File: src/rtl/cpu_pkg.sv
// Shared CPU definitions: opcode constants and branch-predictor counter helpers.
package cpu_pkg;

  localparam logic [3:0] OPC_BRANCH = 4'b0010;
  localparam logic [3:0] OPC_ALU_R  = 4'b1100;
  localparam logic [3:0] OPC_ALU_I  = 4'b0100;

  // Weakly-not-taken value of a ctr_bits-wide saturating counter (0 when ctr_bits == 1).
  function automatic int unsigned weak_not_taken(input int unsigned ctr_bits);
    return (32'd1 << (ctr_bits - 32'd1)) - 32'd1;
  endfunction

endpackage

File: src/rtl/branch_predict_unit_if.sv
// Fetch-lookup / execute-resolve bundle of the branch prediction unit.
// Optional performance counters present when PERF_CNT_EN is defined.
interface branch_predict_unit_if #(
  parameter int unsigned DBITS = 32
);
  logic [DBITS-1:0] IF_PC;
  logic             IF_prediction;
  logic             EX_valid;
  logic [3:0]       EX_opcode;
  logic [DBITS-1:0] EX_branchPC;
  logic [DBITS-1:0] EX_PC;
  logic [DBITS-1:0] EX_PC_IMM;
  logic             EX_condFlag;
  logic             EX_prediction;
  logic             correctOut;
  logic             flush;
  logic [DBITS-1:0] newPC;
`ifdef PERF_CNT_EN
  logic [31:0]      perfBranches;
  logic [31:0]      perfMispredicts;

  modport master (
    output IF_PC, EX_valid, EX_opcode, EX_branchPC, EX_PC, EX_PC_IMM, EX_condFlag, EX_prediction,
    input  IF_prediction, correctOut, flush, newPC, perfBranches, perfMispredicts
  );
  modport slave (
    input  IF_PC, EX_valid, EX_opcode, EX_branchPC, EX_PC, EX_PC_IMM, EX_condFlag, EX_prediction,
    output IF_prediction, correctOut, flush, newPC, perfBranches, perfMispredicts
  );
`else
  modport master (
    output IF_PC, EX_valid, EX_opcode, EX_branchPC, EX_PC, EX_PC_IMM, EX_condFlag, EX_prediction,
    input  IF_prediction, correctOut, flush, newPC
  );
  modport slave (
    input  IF_PC, EX_valid, EX_opcode, EX_branchPC, EX_PC, EX_PC_IMM, EX_condFlag, EX_prediction,
    output IF_prediction, correctOut, flush, newPC
  );
`endif
endinterface

File: src/rtl/bht_counter_table.sv
// Table of saturating direction counters: one combinational read port, one
// read-modify-write training port, synchronous reset to weakly-not-taken.
module bht_counter_table
  import cpu_pkg::*;
#(
  parameter int unsigned IDX_BITS = 6,
  parameter int unsigned CTR_BITS = 2
) (
  input  logic                clk,
  input  logic                reset,
  input  logic [IDX_BITS-1:0] rd_idx,
  output logic                rd_taken,
  input  logic                wr_en,
  input  logic [IDX_BITS-1:0] wr_idx,
  input  logic                wr_taken
);

  localparam int unsigned         ENTRIES  = 2 ** IDX_BITS;
  localparam logic [CTR_BITS-1:0] CTR_INIT = CTR_BITS'(weak_not_taken(CTR_BITS));
  localparam logic [CTR_BITS-1:0] CTR_MAX  = '1;

  logic [CTR_BITS-1:0] ctr_q [ENTRIES];
  logic [CTR_BITS-1:0] cur_c;
  logic [CTR_BITS-1:0] nxt_c;

  // No bypass: a same-cycle write is seen by the read port only after the edge.
  assign rd_taken = ctr_q[rd_idx][CTR_BITS-1];

  // Saturating step toward the resolved direction.
  always_comb begin
    cur_c = ctr_q[wr_idx];
    nxt_c = cur_c;
    if (wr_taken) begin
      if (cur_c != CTR_MAX) nxt_c = cur_c + 1'b1;
    end else begin
      if (cur_c != '0) nxt_c = cur_c - 1'b1;
    end
  end

  always_ff @(posedge clk) begin
    if (reset) begin
      for (int unsigned i = 0; i < ENTRIES; i++) ctr_q[IDX_BITS'(i)] <= CTR_INIT;
    end else if (wr_en) begin
      ctr_q[wr_idx] <= nxt_c;
    end
  end

endmodule

File: src/rtl/branch_predict_unit.sv
// Branch prediction (fetch lookup) and resolution (execute) unit with counter-table training.
// Define PERF_CNT_EN to add saturating branch / mispredict counters.
module branch_predict_unit
  import cpu_pkg::*;
#(
  parameter int unsigned DBITS     = 32,
  parameter int unsigned IDX_BITS  = 6,
  parameter int unsigned CTR_BITS  = 2,
  parameter logic [3:0]  OP_BRANCH = OPC_BRANCH
) (
  input  logic                 clk,
  input  logic                 reset,
  branch_predict_unit_if.slave bus
);

  logic                resolve_c;
  logic [IDX_BITS-1:0] if_idx_c;
  logic [IDX_BITS-1:0] ex_idx_c;
  logic                unused_pc_bits_c;

  assign if_idx_c  = bus.IF_PC[IDX_BITS+1:2];
  assign ex_idx_c  = bus.EX_branchPC[IDX_BITS+1:2];
  assign resolve_c = bus.EX_valid && (bus.EX_opcode == OP_BRANCH);

  // Only the word-index bits of the PCs address the table.
  assign unused_pc_bits_c = ^{bus.IF_PC[DBITS-1:IDX_BITS+2], bus.IF_PC[1:0],
                              bus.EX_branchPC[DBITS-1:IDX_BITS+2], bus.EX_branchPC[1:0]};

  bht_counter_table #(
    .IDX_BITS (IDX_BITS),
    .CTR_BITS (CTR_BITS)
  ) u_table (
    .clk      (clk),
    .reset    (reset),
    .rd_idx   (if_idx_c),
    .rd_taken (bus.IF_prediction),
    .wr_en    (resolve_c),
    .wr_idx   (ex_idx_c),
    .wr_taken (bus.EX_condFlag)
  );

  // Zero-latency resolution; idle or non-branch slots fall through to EX_PC.
  always_comb begin
    bus.correctOut = 1'b1;
    bus.flush      = 1'b0;
    bus.newPC      = bus.EX_PC;
    if (resolve_c) begin
      bus.correctOut = (bus.EX_prediction == bus.EX_condFlag);
      bus.flush      = (bus.EX_prediction != bus.EX_condFlag);
      bus.newPC      = bus.EX_condFlag ? bus.EX_PC_IMM : bus.EX_PC;
    end
  end

`ifdef PERF_CNT_EN
  localparam logic [31:0] PERF_MAX = '1;

  logic [31:0] perf_br_q;
  logic [31:0] perf_mis_q;

  always_ff @(posedge clk) begin
    if (reset) begin
      perf_br_q  <= '0;
      perf_mis_q <= '0;
    end else if (resolve_c) begin
      if (perf_br_q != PERF_MAX) perf_br_q <= perf_br_q + 32'd1;
      if (bus.flush && (perf_mis_q != PERF_MAX)) perf_mis_q <= perf_mis_q + 32'd1;
    end
  end

  assign bus.perfBranches    = perf_br_q;
  assign bus.perfMispredicts = perf_mis_q;
`endif

endmodule

File: src/flat_wrapper.sv
// flat-port wrapper written by rule: the top's interface ports become plain ports
module branch_predict_unit_flat import cpu_pkg::*;
#(
  parameter int unsigned DBITS     = 32,
  parameter int unsigned IDX_BITS  = 6,
  parameter int unsigned CTR_BITS  = 2,
  parameter logic [3:0]  OP_BRANCH = OPC_BRANCH
)
  (clk, reset, bus_IF_PC, bus_EX_valid, bus_EX_opcode, bus_EX_branchPC, bus_EX_PC, bus_EX_PC_IMM, bus_EX_condFlag, bus_EX_prediction, bus_IF_prediction, bus_correctOut, bus_flush, bus_newPC);
  branch_predict_unit_if #(.DBITS(DBITS)) bus_i ();
  input  logic clk;
  input  logic reset;
  input wire logic [$bits(bus_i.IF_PC)-1:0] bus_IF_PC;
  input wire logic [$bits(bus_i.EX_valid)-1:0] bus_EX_valid;
  input wire logic [$bits(bus_i.EX_opcode)-1:0] bus_EX_opcode;
  input wire logic [$bits(bus_i.EX_branchPC)-1:0] bus_EX_branchPC;
  input wire logic [$bits(bus_i.EX_PC)-1:0] bus_EX_PC;
  input wire logic [$bits(bus_i.EX_PC_IMM)-1:0] bus_EX_PC_IMM;
  input wire logic [$bits(bus_i.EX_condFlag)-1:0] bus_EX_condFlag;
  input wire logic [$bits(bus_i.EX_prediction)-1:0] bus_EX_prediction;
  output wire logic [$bits(bus_i.IF_prediction)-1:0] bus_IF_prediction;
  output wire logic [$bits(bus_i.correctOut)-1:0] bus_correctOut;
  output wire logic [$bits(bus_i.flush)-1:0] bus_flush;
  output wire logic [$bits(bus_i.newPC)-1:0] bus_newPC;
  assign bus_i.IF_PC = bus_IF_PC;
  assign bus_i.EX_valid = bus_EX_valid;
  assign bus_i.EX_opcode = bus_EX_opcode;
  assign bus_i.EX_branchPC = bus_EX_branchPC;
  assign bus_i.EX_PC = bus_EX_PC;
  assign bus_i.EX_PC_IMM = bus_EX_PC_IMM;
  assign bus_i.EX_condFlag = bus_EX_condFlag;
  assign bus_i.EX_prediction = bus_EX_prediction;
  assign bus_IF_prediction = bus_i.IF_prediction;
  assign bus_correctOut = bus_i.correctOut;
  assign bus_flush = bus_i.flush;
  assign bus_newPC = bus_i.newPC;
  branch_predict_unit #(.DBITS(DBITS), .IDX_BITS(IDX_BITS), .CTR_BITS(CTR_BITS), .OP_BRANCH(OP_BRANCH)) u_core (.clk(clk), .reset(reset), .bus(bus_i));
endmodule
File: config.mk
export PLATFORM = sky130hd
export DESIGN_NAME = branch_predict_unit_flat
export DESIGN_NICKNAME = d
export VERILOG_FILES = /design/src/rtl/cpu_pkg.sv /design/src/rtl/branch_predict_unit_if.sv /design/src/rtl/bht_counter_table.sv /design/src/rtl/branch_predict_unit.sv /design/src/flat_wrapper.sv
export SDC_FILE = /design/constraint.sdc
export NUM_CORES = 1
export LEC_CHECK = 0
export ABC_AREA = 1
export CORE_MARGIN = 1
export CORE_UTILIZATION = 36
export DETAILED_ROUTE_END_ITERATION = 8
export DONT_BUFFER_PORTS = 1
export SKIP_LAST_GASP = 1
export SLEW_MARGIN = 20
export SYNTH_ARGS = -nofsm -noshare
export SYNTH_HDL_FRONTEND = slang
export SYNTH_HIERARCHICAL = 1
export SYNTH_SLANG_ARGS = --single-unit
File: constraint.sdc
create_clock -name clk -period 1.7 [get_ports clk]
set_input_delay 0 -clock clk [delete_from_list [all_inputs] [get_ports clk]]
set_output_delay 0 -clock clk [all_outputs]
set_load 0.005 [all_outputs]
# After elaboration in Yosys (flattened, before gate mapping)
# Memories as Yosys holds them, arrays and structs flattened.
# Cells that the tools add are included.
# totals
in_bits	137
mem_count	1
mem_bits_rw	128
word_cells	25
regBits	0
# classes
add_sub_neg	2
mux	15
eq_ne	4
reduce_logical	3
# mem_list
name	words	width	read_ports	rd_ports_with_merged_regs	write_ports	line_no	rtl
u_core.u_table.ctr_q	64	2	2	0	64	bht_counter_table.sv:22	logic [CTR_BITS-1:0] ctr_q [ENTRIES];
# op_table
op	count
two-way mux 32 bit	2
two-way mux 1 bit	8
two-way mux 2 bit	4
two-way mux 6 bit	1
== test 4 x 2 -> 1 bit (second input constant)	1
adder 2 x 1 -> 2 bit (second input constant)	1
!= test 2 bit (second input constant)	1
nonzero test 2 bit	1
OR reduction 2 bit	1
subtractor 2 x 1 -> 2 bit (second input constant)	1
== test 1 bit	1
logical AND 1 bit	1
!= test 1 bit	1

# Depth between registers and ports, before layout
# logic_depth
ltp_word	7
ltp_mapped	18

# By module
# The synthesis kept the hierarchy.
# by_module_without_submodules
module	area_per_inst_um2	cells_each	instances	seq_area_each_um2
bht_counter_table	7614.8	1013	1	3843.7
branch_predict_unit	1037.2	224	1	0.0

# Worst setup path after synthesis
# No wires, ideal clock.
# synth_path
path_type	register to register
start	mem u_core.u_table.ctr_q[31][1]
end	mem u_core.u_table.ctr_q[21][0] (data pin)
arrival_time_ns	1.462
path_stages_with_launch	11
path_slack_ns	-0.029
n_path_buf	1
synth_period_minus_slack_ns	1.729
cell_sequence	edfxtp_1 -> or2_0 -> nand2_1 -> nand2_1 -> o21ai_1 -> nand2_1 -> nor2_2 -> nand3b_2 -> nand2_2 -> buf_4 -> nand3_1
# synth_rtl
item	line_no
from (decl)	bht_counter_table.sv:22

==> results.json <==
{
  "hold_viol": 0,
  "cp.required_ns": 1.88,
  "grt_pass1_vias": 7537,
  "synth_area_um2": 8652,
  "violations": "negative setup slack",
  "multi_input_area_um2": 4173,
  "clkSlewWorstSetupHoldPaths_ns": 0.06,
  "top_register": "u_core/u_table/ctr_q",
  "cp-start-kind": "flop",
  "yosysUniqueCellTypes": 32,
  "crit_end": "u_core/u_table/ctr_q[5][1]",
  "clkPwrFrac": 0.397,
  "syn_avg_cell_area_um2": 6.994,
  "power_density_nw_per_um2": 832.8,
  "yosysWarnings": 6,
  "start_util": 0.3675,
  "place_congestion": 0.8588,
  "yosys.area_share.simple": 0.3932,
  "crit_path_start": "u_core/u_table/ctr_q[31][1]",
  "worstReg2RegStart": "u_core/u_table/ctr_q[31][1]",
  "hpwl_um": 17070,
  "core_area_um2": 23540,
  "ant_nets": 0,
  "syn-instance-count": 1237,
  "synth_seq_cells": 128,
  "async_flop_share": 0,
  "routedWlPerCell_um": 17.17,
  "synthMuxAreaShare": 0,
  "maxCapViolCount": 0,
  "report.final.slew_viol_count": 0,
  "rsz0062_at_grt": "true",
  "row_count": 56,
  "hold_class": "in2reg",
  "synth_area_leaders": "edfxtp_1 (44%), nand2_1 (22%), nor2_1 (7.8%)",
  "syn-num-nets": 1374,
  "min_from": "bus_EX_branchPC[6]",
  "clk_path_buf_depth": 2,
  "fin_crit_ns": 2.033,
  "synth_xor_area_frac": 0,
  "leakage_uw": 0.004157,
  "grt_antenna_before_repair": 0,
  "skew_ns": 0.007971,
  "r2r_slack_ns": -0.33,
  "synth_fa_ha_area_frac": 0,
  "path_common_cell": "nand2_1",
  "p_switching_uw": 2421,
  "relSlewSlack": 0.4426,
  "vias": 8270,
  "drt-vias-per-instance": 5.224,
  "dpl-instance-area_um2": 9105,
  "synthFlopType": "edfxtp_1",
  "synth-compound-area-share": 0.05076,
  "ios": 172,
  "r2r_cells": 12,
  "wl_um": 27180,
  "die_area_um2": 24660,
  "nets": 1389,
  "drc": 0,
  "p_seq_frac": 0.416,
  "hold_ws_ns": 0.02769,
  "cts_tree": "done",
  "seqCellArea_um2": 3844,
  "antenna_cells": 0,
  "power_uw": 8530,
  "synth.top_cell.area_share": 0.4443,
  "swShare": 0.2838,
  "max_clock_freq_mhz": 491.9,
  "ys_seq_area_frac": 0.4443,
  "worstSkewPairLatency_ns": 0.42,
  "die_w_um": 157.0,
  "grt_pass1_wl_um": 39730,
  "peakVddDrop_mv": 0.6204,
  "drt_iter0_markers": 804,
  "finalCritPeriodShare": 1.196,
  "fill_cells": 2395,
  "criticalPathCategory": "reg2reg",
  "path_cells": "or2_0 > nand2_1 > nand2_1 > o21ai_1 > nand2_1 > nor2_4 > nand2_2 > nand2_4 > nand2_8 > nand2_8 > clkbuf_16 > nor2_1",
  "portBuffers": 0,
  "outcome": "finished, violations left",
  "die_y_um": 157.0,
  "critPathMaxFanout": 7,
  "critical-path-max-stage-delay_ns": 0.39,
  "synth_top_area_cell": "edfxtp_1",
  "largest_reg_flops": 128,
  "yosysMostFrequentCell": "nand2_1",
  "dr.pass1.iters": 5,
  "track_usage": 0.2124,
  "cts_sinks": 128,
  "intPower_uw": 6109,
  "synth_edf_count": 128,
  "reg2reg_to": "u_core/u_table/ctr_q[5][1]",
  "ys_top_cells_by_count": "nand2_1 (507), nor2_1 (180), edfxtp_1 (128), nand3_1 (126), inv_1 (114)",
  "crit_arrival_ns": 2.21,
  "worst_slack_ns": -0.3330,
  "fin_area_um2": 10240,
  "reg_top3": "u_core/u_table/ctr_q x128",
  "setup_viol_count_final": 129,
  "cts_made_buffers": 17,
  "synth_top_family_by_area": "simple AND/OR/NAND/NOR gates",
  "grt_overflow": 0,
  "comb_power_share": 0.187,
  "syn_to_final_growth_pct": 18.38,
  "cp_slowest_cell": "edfxtp_1",
  "worst_slew_pin_slew_ns": 0.8361,
  "htreeDepth": 4,
  "drive_above_1_share": 0.1456,
  "crit_path_end_kind": "flop",
  "grt_max_degree": 78,
  "cts_root_buffer": "clkbuf_16"
}
## kinds of logic (layout without fill, tap and decap cells)
group,count (synthesis),in the layout
AO/OA/AOI/OAI,75,75
AND/OR/NAND/NOR,838,839
flip-flops,128,128
buffers and inverters,196,222
## per-stage QoR
| stage | std cells | setup TNS (ns) | worst slack (ns) | util |
|---|---|---|---|---|
| 2_1_floorplan | 1237 | -1.461 | -0.01589 | - |
| 3_3_place_gp | 1538 | -34.28 | -0.2879 | 0.3867 |
| 3_5_place_dp | 1538 | -35.75 | -0.3345 | 0.3867 |
| 4_1_cts | 1571 | -33.54 | -0.3123 | 0.4122 |
| 5_1_grt | 1583 | -52.85 | -0.4428 | 0.4351 |
| 6_report | 1583 | -39.12 | -0.3330 | 0.4351 |
## area by class of cell
type | instances | area share
Multi-Input combinational cell | 914 | 0.4074
Sequential cell | 128 | 0.3753
Timing Repair Buffer | 71 | 0.08087
Inverter | 120 | 0.04422
Clock buffer | 17 | 0.04153
Tap cell | 319 | 0.03897
Clock inverter | 14 | 0.01173
## per-layer routing
layer  vias to the layer above  part of all wire  global-route usage
met5                         -                 0                   0
met2                       411              0.48              0.3638
li1                       3966                 -                   -
met3                        56             0.081             0.03524
met4                         0             0.025             0.07628
met1                      3837              0.41              0.2690
## cell usage in the layout, fill, tap and decap left out, types with 2 or more instances in the layout
| cell type | netlist | routed |
|---|---|---|
| inv_2 | 4 | 7 |
| edfxtp_1 | 128 | 128 |
| clkbuf_16 | 0 | 24 |
| nor2_1 | 180 | 128 |
| a21oi_1 | 8 | 7 |
| clkinv_2 | 0 | 3 |
| inv_1 | 114 | 111 |
| a21oi_2 | 1 | 2 |
| buf_12 | 0 | 10 |
| nand2_8 | 0 | 4 |
| buf_6 | 16 | 2 |
| o21ai_1 | 4 | 8 |
| nor2_4 | 3 | 22 |
| nand2_1 | 507 | 501 |
| nand2_2 | 2 | 5 |
| buf_4 | 24 | 47 |
| clkinv_4 | 0 | 5 |
| clkinv_1 | 1 | 3 |
| buf_8 | 0 | 2 |
| o22ai_1 | 4 | 3 |
| o221ai_1 | 4 | 4 |
| or2_1 | 3 | 3 |
| nand3_1 | 126 | 126 |
| o21ai_0 | 38 | 31 |
| clkinvlp_4 | 0 | 2 |
| nor3_1 | 4 | 4 |
| or2_0 | 3 | 3 |
| o21ai_2 | 0 | 3 |
| nor2_2 | 4 | 37 |
| o211ai_1 | 16 | 16 |
| dlygate4sd3_1 | 0 | 2 |
## worst min path at each step
stage	to	slack (ns)	cells after the start
2_1_floorplan	bus_newPC[0]	0.1	2
3_3_place_gp	bus_newPC[28]	0.10	2
3_5_place_dp	bus_newPC[2]	0.10	2
4_1_cts	u_core/u_table/ctr_q[38][0]	-0.02	3
5_1_grt	u_core/u_table/ctr_q[36][0]	0.03	4
6_report	u_core/u_table/ctr_q[36][0]	0.03	4
## power groups by stage
stage	logic, uW	registers [uW]	clock network [uW]
finish	1590	3550	3390
detailed placement	1170	3610	0
global route	1710	3550	3550
global placement	1160	3610	0
CTS	1220	3550	3440
floorplan	904	3600	0
## what timing repair did
item | in CTS | in global routing
hold buffers | 1 | 1
endpoints found under the hold margin | 2 | 1
setup endpoints to repair | 129 | 129
resized for setup | 10 | 93
pin swaps | 5 | 16
setup buffers | 0 | 2
cloned | 1 | 9
## critical path, delay by kind of cell (launching register included)
family	cells	cell delay, ns
AO/OA/AOI/OAI	1	0.14
buffers and inverters	1	0.19
flip-flops	1	0.39
AND/OR/NAND/NOR	10	1.07
Note: power is estimated with default switching activity, not from simulation.
